## src/rtl/mole_pkg.sv

```systemverilog
// Shared definitions for the whack-a-mole playfield: hole state encoding,
// spawner LFSR geometry and its step function.
package mole_pkg;

  localparam int LFSR_W = 16;

  // Fibonacci taps 16,14,13,11 (1-based) -> bits 15,13,12,10.
  localparam logic [LFSR_W-1:0] LFSR_TAPS = 16'hB400;

  typedef enum logic [1:0] {
    IDLE = 2'd0,
    UP   = 2'd1,
    HIT  = 2'd2,
    MISS = 2'd3
  } hole_state_e;

  // One LFSR step: shift left, feedback is the XOR of the tapped bits.
  function automatic logic [LFSR_W-1:0] lfsr_next(input logic [LFSR_W-1:0] s);
    return {s[LFSR_W-2:0], ^(s & LFSR_TAPS)};
  endfunction

endpackage

```

## src/rtl/mole_hole.sv

```systemverilog
// One playfield hole: raises a mole on spawn, counts down its up-time in
// game ticks, and resolves to HIT (strike) or MISS (expiry) for one cycle.
module mole_hole
  import mole_pkg::*;
#(
  parameter int CNT_W = 2
) (
  input  logic             clk,
  input  logic             rst,
  input  logic             frozen_i,
  input  logic             kill_i,
  input  logic             tick_i,
  input  logic             spawn_i,
  input  logic             strike_i,
  input  logic [CNT_W-1:0] up_ticks_i,
  output logic             out_o,
  output logic             fail_o,
  output logic             hit_pulse_o,
  output logic             miss_pulse_o
);

  hole_state_e      state_q, state_d;
  logic [CNT_W-1:0] cnt_q, cnt_d;
  logic             fail_q, fail_d;
  logic             last_tick;

  assign last_tick = (cnt_q <= CNT_W'(1));

  // State, countdown and sticky fail flag registers.
  always_ff @(posedge clk) begin
    if (rst) begin
      state_q <= IDLE;
      cnt_q   <= '0;
      fail_q  <= 1'b0;
    end else begin
      state_q <= state_d;
      cnt_q   <= cnt_d;
      fail_q  <= fail_d;
    end
  end

  // Next state: game over forces IDLE; otherwise advance only when not frozen.
  // A strike is checked before expiry so a hit on the last tick still counts.
  always_comb begin
    state_d = state_q;
    cnt_d   = cnt_q;
    fail_d  = fail_q;
    if (kill_i) begin
      state_d = IDLE;
    end else if (!frozen_i) begin
      case (state_q)
        IDLE: if (spawn_i) begin
          state_d = UP;
          cnt_d   = up_ticks_i;
          fail_d  = 1'b0;
        end
        UP: begin
          if (strike_i) begin
            state_d = HIT;
          end else if (tick_i) begin
            if (last_tick) begin
              state_d = MISS;
              fail_d  = 1'b1;
            end else begin
              cnt_d = cnt_q - 1'b1;
            end
          end
        end
        HIT, MISS: state_d = IDLE;
        default:   state_d = IDLE;
      endcase
    end
  end

  // Outputs: visible mole, sticky fail, and one-cycle event pulses for counters.
  always_comb begin
    out_o        = (state_q == UP) && !kill_i;
    fail_o       = fail_q;
    hit_pulse_o  = (state_q == UP) && !kill_i && !frozen_i && strike_i;
    miss_pulse_o = (state_q == UP) && !kill_i && !frozen_i && !strike_i &&
                   tick_i && last_tick;
  end

endmodule

```

## src/rtl/mole_field.sv

```systemverilog
// Whack-a-mole playfield: shared tick prescaler and LFSR spawner, one
// mole_hole per switch, saturating score/miss counters and game-over latch.
// Optional MOLE_ESCALATE_EN shortens mole up-time by one tick per 8 hits.
module mole_field
  import mole_pkg::*;
#(
  parameter int              N_HOLES   = 10,
  parameter int              TICK_DIV  = 25000000,
  parameter int              UP_TICKS  = 3,
  parameter int              MAX_MISS  = 3,
  parameter int              SCORE_W   = 8,
  parameter logic [15:0]     LFSR_SEED = 16'hACE1
) (
  input  logic                          clk,
  input  logic                          rst,
  input  logic                          keep,
  input  logic [N_HOLES-1:0]            sw,
  output logic [N_HOLES-1:0]            out,
  output logic [N_HOLES-1:0]            fail,
  output logic [SCORE_W-1:0]            score,
  output logic [$clog2(MAX_MISS+1)-1:0] misses,
  output logic                          game_over
);

  localparam int PRESC_W = (TICK_DIV > 1) ? $clog2(TICK_DIV) : 1;
  localparam int CNT_W   = $clog2(UP_TICKS + 1);
  localparam int MISS_W  = $clog2(MAX_MISS + 1);
  localparam int CW      = $clog2(N_HOLES + 1);
  localparam logic [31:0] SCORE_MAX = (32'd1 << SCORE_W) - 32'd1;

  logic [N_HOLES-1:0] sw_q;
  logic [PRESC_W-1:0] presc_q;
  logic [LFSR_W-1:0]  lfsr_q;
  logic [SCORE_W-1:0] score_q, score_d;
  logic [MISS_W-1:0]  misses_q, misses_d;
  logic               game_over_q, game_over_d;

  logic               frozen, tick;
  logic [N_HOLES-1:0] strike, spawn, hit_pulse, miss_pulse;
  logic [CW-1:0]      hit_cnt, miss_cnt;
  logic [CNT_W-1:0]   up_ticks;

  assign frozen = keep | game_over_q;
  assign tick   = !frozen && (presc_q == PRESC_W'(TICK_DIV - 1));
  assign strike = sw & ~sw_q & {N_HOLES{~frozen}};

`ifdef MOLE_ESCALATE_EN
  logic [31:0] level;
  assign level = 32'(score_q >> 3);
  // Up-time shrinks by one tick per 8 hits, never below one tick.
  always_comb begin
    up_ticks = CNT_W'(1);
    if (level + 32'd1 < 32'(UP_TICKS)) up_ticks = CNT_W'(32'(UP_TICKS) - level);
  end
`else
  assign up_ticks = CNT_W'(UP_TICKS);
`endif

  for (genvar g = 0; g < N_HOLES; g++) begin : g_hole
    // The LFSR picks at most one hole per tick; indices >= N_HOLES spawn nothing.
    assign spawn[g] = tick && (lfsr_q[3:0] == 4'(g));

    mole_hole #(.CNT_W(CNT_W)) u_hole (
      .clk          (clk),
      .rst          (rst),
      .frozen_i     (frozen),
      .kill_i       (game_over_q),
      .tick_i       (tick),
      .spawn_i      (spawn[g]),
      .strike_i     (strike[g]),
      .up_ticks_i   (up_ticks),
      .out_o        (out[g]),
      .fail_o       (fail[g]),
      .hit_pulse_o  (hit_pulse[g]),
      .miss_pulse_o (miss_pulse[g])
    );
  end

  // Count simultaneous hits/misses and apply saturating counter updates.
  always_comb begin
    logic [31:0] s_sum, m_sum;
    hit_cnt  = '0;
    miss_cnt = '0;
    for (int i = 0; i < N_HOLES; i++) begin
      hit_cnt  = hit_cnt + CW'(hit_pulse[i]);
      miss_cnt = miss_cnt + CW'(miss_pulse[i]);
    end
    s_sum = 32'(score_q) + 32'(hit_cnt);
    m_sum = 32'(misses_q) + 32'(miss_cnt);
    score_d  = (s_sum > SCORE_MAX) ? SCORE_W'(SCORE_MAX) : SCORE_W'(s_sum);
    misses_d = (m_sum > 32'(MAX_MISS)) ? MISS_W'(MAX_MISS) : MISS_W'(m_sum);
    game_over_d = game_over_q || (misses_q == MISS_W'(MAX_MISS));
  end

  // Global state: switch history always samples; the game itself holds while frozen.
  always_ff @(posedge clk) begin
    if (rst) begin
      sw_q        <= sw;
      presc_q     <= '0;
      lfsr_q      <= LFSR_SEED;
      score_q     <= '0;
      misses_q    <= '0;
      game_over_q <= 1'b0;
    end else begin
      sw_q        <= sw;
      game_over_q <= game_over_d;
      if (!frozen) begin
        presc_q  <= tick ? '0 : presc_q + 1'b1;
        lfsr_q   <= lfsr_next(lfsr_q);
        score_q  <= score_d;
        misses_q <= misses_d;
      end
    end
  end

  assign score     = score_q;
  assign misses    = misses_q;
  assign game_over = game_over_q;

endmodule

```

## config.mk

```make
export PLATFORM = sky130hd
export DESIGN_NAME = mole_field
export DESIGN_NICKNAME = d
export VERILOG_FILES = /design/src/rtl/mole_pkg.sv /design/src/rtl/mole_hole.sv /design/src/rtl/mole_field.sv
export SDC_FILE = /design/constraint.sdc
export NUM_CORES = 1
export LEC_CHECK = 0
export BUFFER_PORTS_ARGS = -buffer_cell sky130_fd_sc_hd__buf_2
export CAP_MARGIN = 30
export CORE_MARGIN = 2
export CORE_UTILIZATION = 23
export DETAILED_ROUTE_END_ITERATION = 8
export PLACE_DENSITY_LB_ADDON = 0.08
export SYNTH_ARGS = -nofsm -noshare
export SYNTH_HDL_FRONTEND = slang
export SYNTH_SLANG_ARGS = --single-unit
```

## constraint.sdc

```tcl
create_clock -name clk -period 5.6 [get_ports clk]
set_clock_uncertainty 0.05 [all_clocks]
set_input_delay 0.28 -clock clk [delete_from_list [all_inputs] [get_ports clk]]
set_output_delay 0.28 -clock clk [all_outputs]
set_load 0.1 [all_outputs]
```

Word level (Yosys, flattened, before mapping)
Index checks and enable logic that the tools add are counted.
Cells by class
  reductions and logical operators: 147
  order comparisons: 12
  bitwise operators: 6
  $add $sub $neg: 31
  muxes and demuxes: 153
  eq/ne operators: 111
Operators by type and width (count)
  2-bit two-way mux: 81
  7-bit AND reduction: 20
  1-bit logical AND: 71
  2-bit one-hot mux with 3 select lines: 10
  2-bit != test, second input constant: 29
  4-bit by 1-bit adder with 4-bit output: 12
  2-bit == test, second input constant: 21
  2-bit by 1-bit != test with 1-bit output, second input constant: 21
  1-bit two-way mux: 40
  2-bit one-hot mux with 2 select lines: 10
  4-bit AND reduction: 10
  3-bit by 2-bit != test with 1-bit output, second input constant: 11
  3-bit != test, second input constant: 9
  25-bit by 1-bit adder with 25-bit output, second input constant: 1
  25-bit == test, second input constant: 1
  25-bit two-way mux: 1
  2-bit OR reduction: 11
  10-bit bitwise AND: 2
  2-bit by 1-bit == test with 1-bit output, second input constant: 10
  2-bit by 1-bit less-or-equal comparator with 1-bit output, second input constant: 10
  2-bit logical NOT: 10
  1-bit one-hot mux with 2 select lines: 10
  2-bit nonzero test: 10
  2-bit by 1-bit subtractor with 2-bit output, second input constant: 10
  19 further kinds: 39
Storage, ports and cells
  bits of input ports: 13
  word-level logic and storage cells: 496
  flip-flop bits (word level): 112

Depth between registers and ports, before layout
  depth in word-level cells: 19
  depth in mapped cells: 19
  mapped depth without buffers: 17

Modules after synthesis
From an unflattened synthesis, not the netlist that was laid out.
Second synthesis, totals
  cell total of the unflattened synthesis: 773
  area, all modules: 6568.8 um^2
By module, submodules not included
  mole_hole: times used 10, cells each 42, area an instance 342.8 um^2
  mole_field: times used 1, cells each 353, area an instance 3140.5 um^2

Worst setup path before layout
No wires, ideal clock.
  kind: register to register
  from: reg game_over_q, in the netlist game_over
  to: reg score_q[5], in the netlist score[5]
  buffers on the path: 4
  stages on the path, launching flop included: 20
  period minus slack after synthesis: 5631 ps
  arrival time: 5449 ps
  path slack: -31 ps
  required time: 5418 ps
  library setup time: 132 ps
  cells stage by stage: dfxtp_1 > buf_2 > or2_2 > clkbuf_1 > clkbuf_1 > buf_1 > nor3_1 > fa_1 > inv_1 > fa_1 > inv_1 > fa_1 > fa_1 > inv_1 > fa_1 > nor2b_1 > o21ai_0 > a211o_1 > nor4bb_1 > nor3_1
Between the ends
  cells in the longest elaborated chain, start to end: 16
  elaborated cells between the ends (all ways): 47
  classes of those cells: 10 x add/sub; 1 x order compare; 1 x mux; 3 x bitwise; 32 x reduce/logical
RTL lines
  from (decl): RTL line mole_field.sv:36  | logic game_over_q, game_over_d;
  from (signal assigned): RTL line mole_field.sv:106  | game_over_q <= game_over_d;
  1-bit bitwise OR / 1-bit logical NOT (equally long branches): RTL line mole_field.sv:43, mole_hole.sv:79
  1-bit inverter (no source line) (tied with other cells)
  10-bit bitwise AND / 1-bit logical AND (equally long branches): RTL line mole_field.sv:45, mole_hole.sv:79
  1-bit logical AND: RTL line mole_hole.sv:79  | hit_pulse_o = (state_q == UP) && !kill_i && !frozen_i && strike_i;
  1-bit by 1-bit adder with 2-bit output: RTL line mole_field.sv:85  | hit_cnt = hit_cnt + CW'(hit_pulse[i]);
  2-bit by 1-bit adder with 3-bit output: RTL line mole_field.sv:85
  3-bit by 1-bit adder with 4-bit output: RTL line mole_field.sv:85
  4-bit by 1-bit adder with 4-bit output (6 in a row): RTL line mole_field.sv:85
  8-bit by 4-bit adder with 9-bit output: RTL line mole_field.sv:88  | s_sum = 32'(score_q) + 32'(hit_cnt);
  9-bit by 8-bit greater-than comparator with 1-bit output: RTL line mole_field.sv:90  | score_d = (s_sum > SCORE_MAX) ? SCORE_W'(SCORE_MAX) : SCORE_W'(s_sum);
  8-bit two-way mux: RTL line mole_field.sv:90
  to (signal assigned): RTL line mole_field.sv:110  | score_q <= score_d;
  to (decl): RTL line mole_field.sv:34  | logic [SCORE_W-1:0] score_q, score_d;
Several ways; a longest one is shown, not always the timed one.
A chain may end at the register's enable or synchronous reset.

Worst setup path in the final report
  from: reg presc_q[0]
  to: reg misses_q[0], in the netlist misses[0]
Between the ends
  cells in the longest elaborated chain, start to end: 16
  elaborated cells between the ends (all ways): 34
  classes of those cells: 10 x add/sub; 1 x order compare; 1 x eq/ne; 1 x mux; 21 x reduce/logical
RTL lines
  from (decl): RTL line mole_field.sv:32  | logic [PRESC_W-1:0] presc_q;
  from (signal assigned): RTL line mole_field.sv:108  | presc_q <= tick ? '0 : presc_q + 1'b1;
  25-bit == test *: RTL line mole_field.sv:44  | assign tick = !frozen && (presc_q == PRESC_W'(TICK_DIV - 1));
  1-bit logical AND *: RTL line mole_field.sv:44
  1-bit logical AND: RTL line mole_hole.sv:80  | miss_pulse_o = (state_q == UP) && !kill_i && !frozen_i && !strike_i &&
  1-bit logical AND: RTL line mole_hole.sv:81  | tick_i && last_tick;
  1-bit by 1-bit adder with 2-bit output: RTL line mole_field.sv:86  | miss_cnt = miss_cnt + CW'(miss_pulse[i]);
  2-bit by 1-bit adder with 3-bit output: RTL line mole_field.sv:86
  3-bit by 1-bit adder with 4-bit output: RTL line mole_field.sv:86
  4-bit by 1-bit adder with 4-bit output (5 in a row): RTL line mole_field.sv:86
  4-bit by 1-bit adder with 4-bit output *: RTL line mole_field.sv:86
  2-bit by 4-bit adder with 5-bit output *: RTL line mole_field.sv:89  | m_sum = 32'(misses_q) + 32'(miss_cnt);
  5-bit by 2-bit greater-than comparator with 1-bit output: RTL line mole_field.sv:91  | misses_d = (m_sum > 32'(MAX_MISS)) ? MISS_W'(MAX_MISS) : MISS_W'(m_sum);
  2-bit two-way mux *: RTL line mole_field.sv:91
  to (signal assigned): RTL line mole_field.sv:111  | misses_q <= misses_d;
  to (decl): RTL line mole_field.sv:35  | logic [MISS_W-1:0] misses_q, misses_d;
Mark *: on every way between the ends. The rest lies on a longest branch, timed or not.

==> flow_metrics.tcl <==
set metrics [dict create \
    cts_post_setup_buffers_inserted 0 \
    reg2reg_slack_ns 0.39 \
    cts.sinks 112 \
    synth_largest_area_cell "dfxtp_1" \
    dp_hpwl_um 14000 \
    syn_nets 804 \
    synth_simple_gate_area_frac 0.284 \
    path_max_fanout 8 \
    ant_nets 0 \
    crit_path_start_kind "register" \
    grt_setup_unrepaired "false" \
    area_growth_pct 13.6 \
    syn_area_sq_mm 0.00615 \
    place_congestion 0.788 \
    yosysMostFrequentCell "dfxtp_1" \
    setup_violations 0 \
    topRoutingLayerUsed "met4" \
    synth_top_area_share 0.365 \
    hold_path_class "in -> reg" \
    synth_top_family_by_area "simple AND/OR/NAND/NOR gates" \
    violations "design-rule violations" \
    clock_path_buffers 2 \
    leakagePower_nw 2.53 \
    fillers 2863 \
    route.met3.wl_um 574 \
    num_antenna_cells 0 \
    multi_input_area_sq_mm 0.00347 \
    syn_inst 758 \
    synth_seq_cells 112 \
    synthXorXnorAreaFrac 0.0399 \
    status "complete, but fails checks" \
    met2_length_um 9110 \
    routed_wl_um 19600 \
    finalHoldViolCount 0 \
    overflow 0 \
    numCtsBuffers 9 \
    seq_area_frac_synth 0.365 \
    yosysWarnings 0 \
    power_density_mw_per_mm2 237 \
    die_height_um 168 \
    place_area_sq_mm 0.00660 \
    met1_length_um 9710 \
    rows 59 \
    die-area_sq_mm 0.0281 \
    ios 44 \
    crit_path_end_kind "register" \
    clk_pin_slew_ns 0.08 \
    io_buffers 43 \
    insertion_delay_ns 0.37 \
    grt_max_degree 52 \
    antenna_found_initial 0 \
    cts_root_buf "clkbuf_16" \
    fmax_mhz 192 \
    drt-initial-drc-count 300 \
    die_x_um 168 \
    synth_area_leaders "dfxtp_1 36%, fa_1 4.6%, nand2_1 4.5%" \
    viasPerCell 4.83 \
    cp.required_ns 5.83 \
    routedWlPerCell_um 17.5 \
    synth_edf_count 0 \
    grt_pass1_vias 5400 \
    grt_pass1_wl_um 31200 \
    nets 825 \
    drc 4 \
    vias 5403 \
    coreArea_sq_mm 0.0261 \
    synthMuxAreaShare 0.00325 \
    max_slew.worst_pin.slew_ns 0.933 \
    register_area_sq_mm 0.00224 \
    gr-usage-all-layers 0.143 \
    h-tree-depth 3 \
    fin_crit_sh 0.930 \
    irDropWorstVdd_mv 0.139 \
    final_area_sq_mm 0.00699 \
    crit_type "reg -> reg" \
    crit_arrival_ns 5.44 \
    setup_tns_ns 0 \
    synthAdderAreaFrac 0.0842 \
    ys.flop_type "dfxtp_1" \
    synth_compound_area_frac 0.151 \
    finalCriticalPeriod_ns 5.21 \
    drive_gt1_frac 0.112 \
    relSlewSlack 0.375 \
    max-cap-violations 0 \
    initial_utilization 0.235 \
    synthArstFlopShare 0 \
    slew_viol_final 0 \
    synth_common_cells "112 x dfxtp_1, 74 x nand2_1, 70 x nor2_1" \
    synthDistinctLibCells 59 \
    dr.pass1.iters 9 \
    cts_tree "done" \
    postSynthAreaPerCell_sq_um 8.11 \
]
==> worst paths after layout <==
| check | start | depth (start not counted) | end |
|---|---|---|---|
| setup / recovery | presc_q[0] | 17 | misses[0] |
| setup reg to reg | presc_q[0] | 17 | misses[0] |
| hold reg to reg | lfsr_q[4] | 2 | lfsr_q[4] |
| hold / removal | sw[9] | 1 | sw_q[9] |
==> repair_timing <==
| item | CTS | global route |
|---|---|---|
| endpoints found under the hold margin | 9 | 0 |
| gates resized for setup | 0 | 1 |
| endpoints found under the setup margin | 0 | 2 |
| hold buffers | 9 | 0 |
==> per-stage QoR <==
step / hold WS, ns / instances / worst slack, ns / power, mW / utilization
final: 0.0150 / 1119 / 0.390 / 1.66 / 0.267
after global placement: 0.342 / 1094 / 0.396 / 0.993 / 0.253
after CTS: 0.00852 / 1119 / 0.165 / 1.69 / 0.267
after floorplan: 0.258 / 758 / 0.306 / 0.943 / -
after global routing: 0.00425 / 1119 / 0.0627 / 1.73 / 0.267
after detailed placement: 0.350 / 1094 / 0.152 / 0.993 / 0.253
==> per-layer routing <==
| metal | global-route usage | up-vias |
|---|---|---|
| li1 | - | 2676 |
| met1 | 0.196 | 2626 |
| met2 | 0.236 | 90 |
| met3 | 0.0251 | 11 |
| met4 | 0.0280 | 0 |
| met5 | 0 | - |
==> kinds of logic (layout without fill, tap and decap cells) <==
group           after synthesis  after routing
compound gates              142            142
simple gates                342            342
mux                           2              2
fa+ha+maj                    33             33
flops                       112            112
xor+xnor                     28             28
buf+inv                      99            125
==> registers in the layout, indices dropped and copies added, names as in the netlist <==
| register | flops |
|---|---|
| g_hole.u_hole.state_q | 20 |
| game_over | 1 |
| g_hole.u_hole.fail_o | 10 |
| misses | 2 |
| lfsr_q | 16 |
| score | 8 |
| g_hole.u_hole.cnt_q | 20 |
| presc_q | 25 |
| sw_q | 10 |
==> layout by cell type (no fill, tap or decap), drive strengths merged, types with 3 or more instances in the layout <==
cell	instances
a2111oi	3
a211oi	8
a21o	5
a21oi	48
a311oi	5
a31oi	10
and2	4
and3	7
and4bb	3
buf	54
clkbuf	9
dfxtp	112
dlygate4sd3	9
fa	14
ha	19
inv	51
nand2	75
nand2b	26
nand3	31
nand4	14
nor2	70
nor2b	22
nor3	40
nor3b	6
nor4	18
o21a	7
o21ai	21
o21bai	3
o31ai	12
or2	5
or3	11
or4	5
xnor2	22
xor2	6
==> layout make-up <==
class / instances / share of cell area
multi-input combinational: 547 / 0.496
sequential: 112 / 0.321
tap: 335 / 0.0600
timing repair buffer: 63 / 0.0555
clock buffer: 9 / 0.0322
inverter: 46 / 0.0247
clock inverter: 7 / 0.0104
==> report_power, final <==
part	total, mW	leakage [nW]	internal (mW)	switching [mW]
clock	0.681	0.144	0.319	0.362
combinational	0.145	1.47	0.0421	0.103
sequential	0.832	0.911	0.813	0.0190
total	1.66	2.53	1.17	0.483
==> critical path: stages, from the launching register on <==
cell	delay (ns)
dfxtp_1	0.38
ha_1	0.25
and4bb_2	0.29
nand4_1	0.22
nor2_2	0.46
nand4_1	0.24
fa_1	0.53
inv_1	0.06
fa_1	0.53
inv_1	0.05
fa_1	0.53
inv_1	0.05
fa_1	0.45
fa_1	0.39
and3_1	0.18
o21bai_1	0.19
nor3_1	0.07
a211oi_1	0.20
Power figures use the tool's default switching activity.
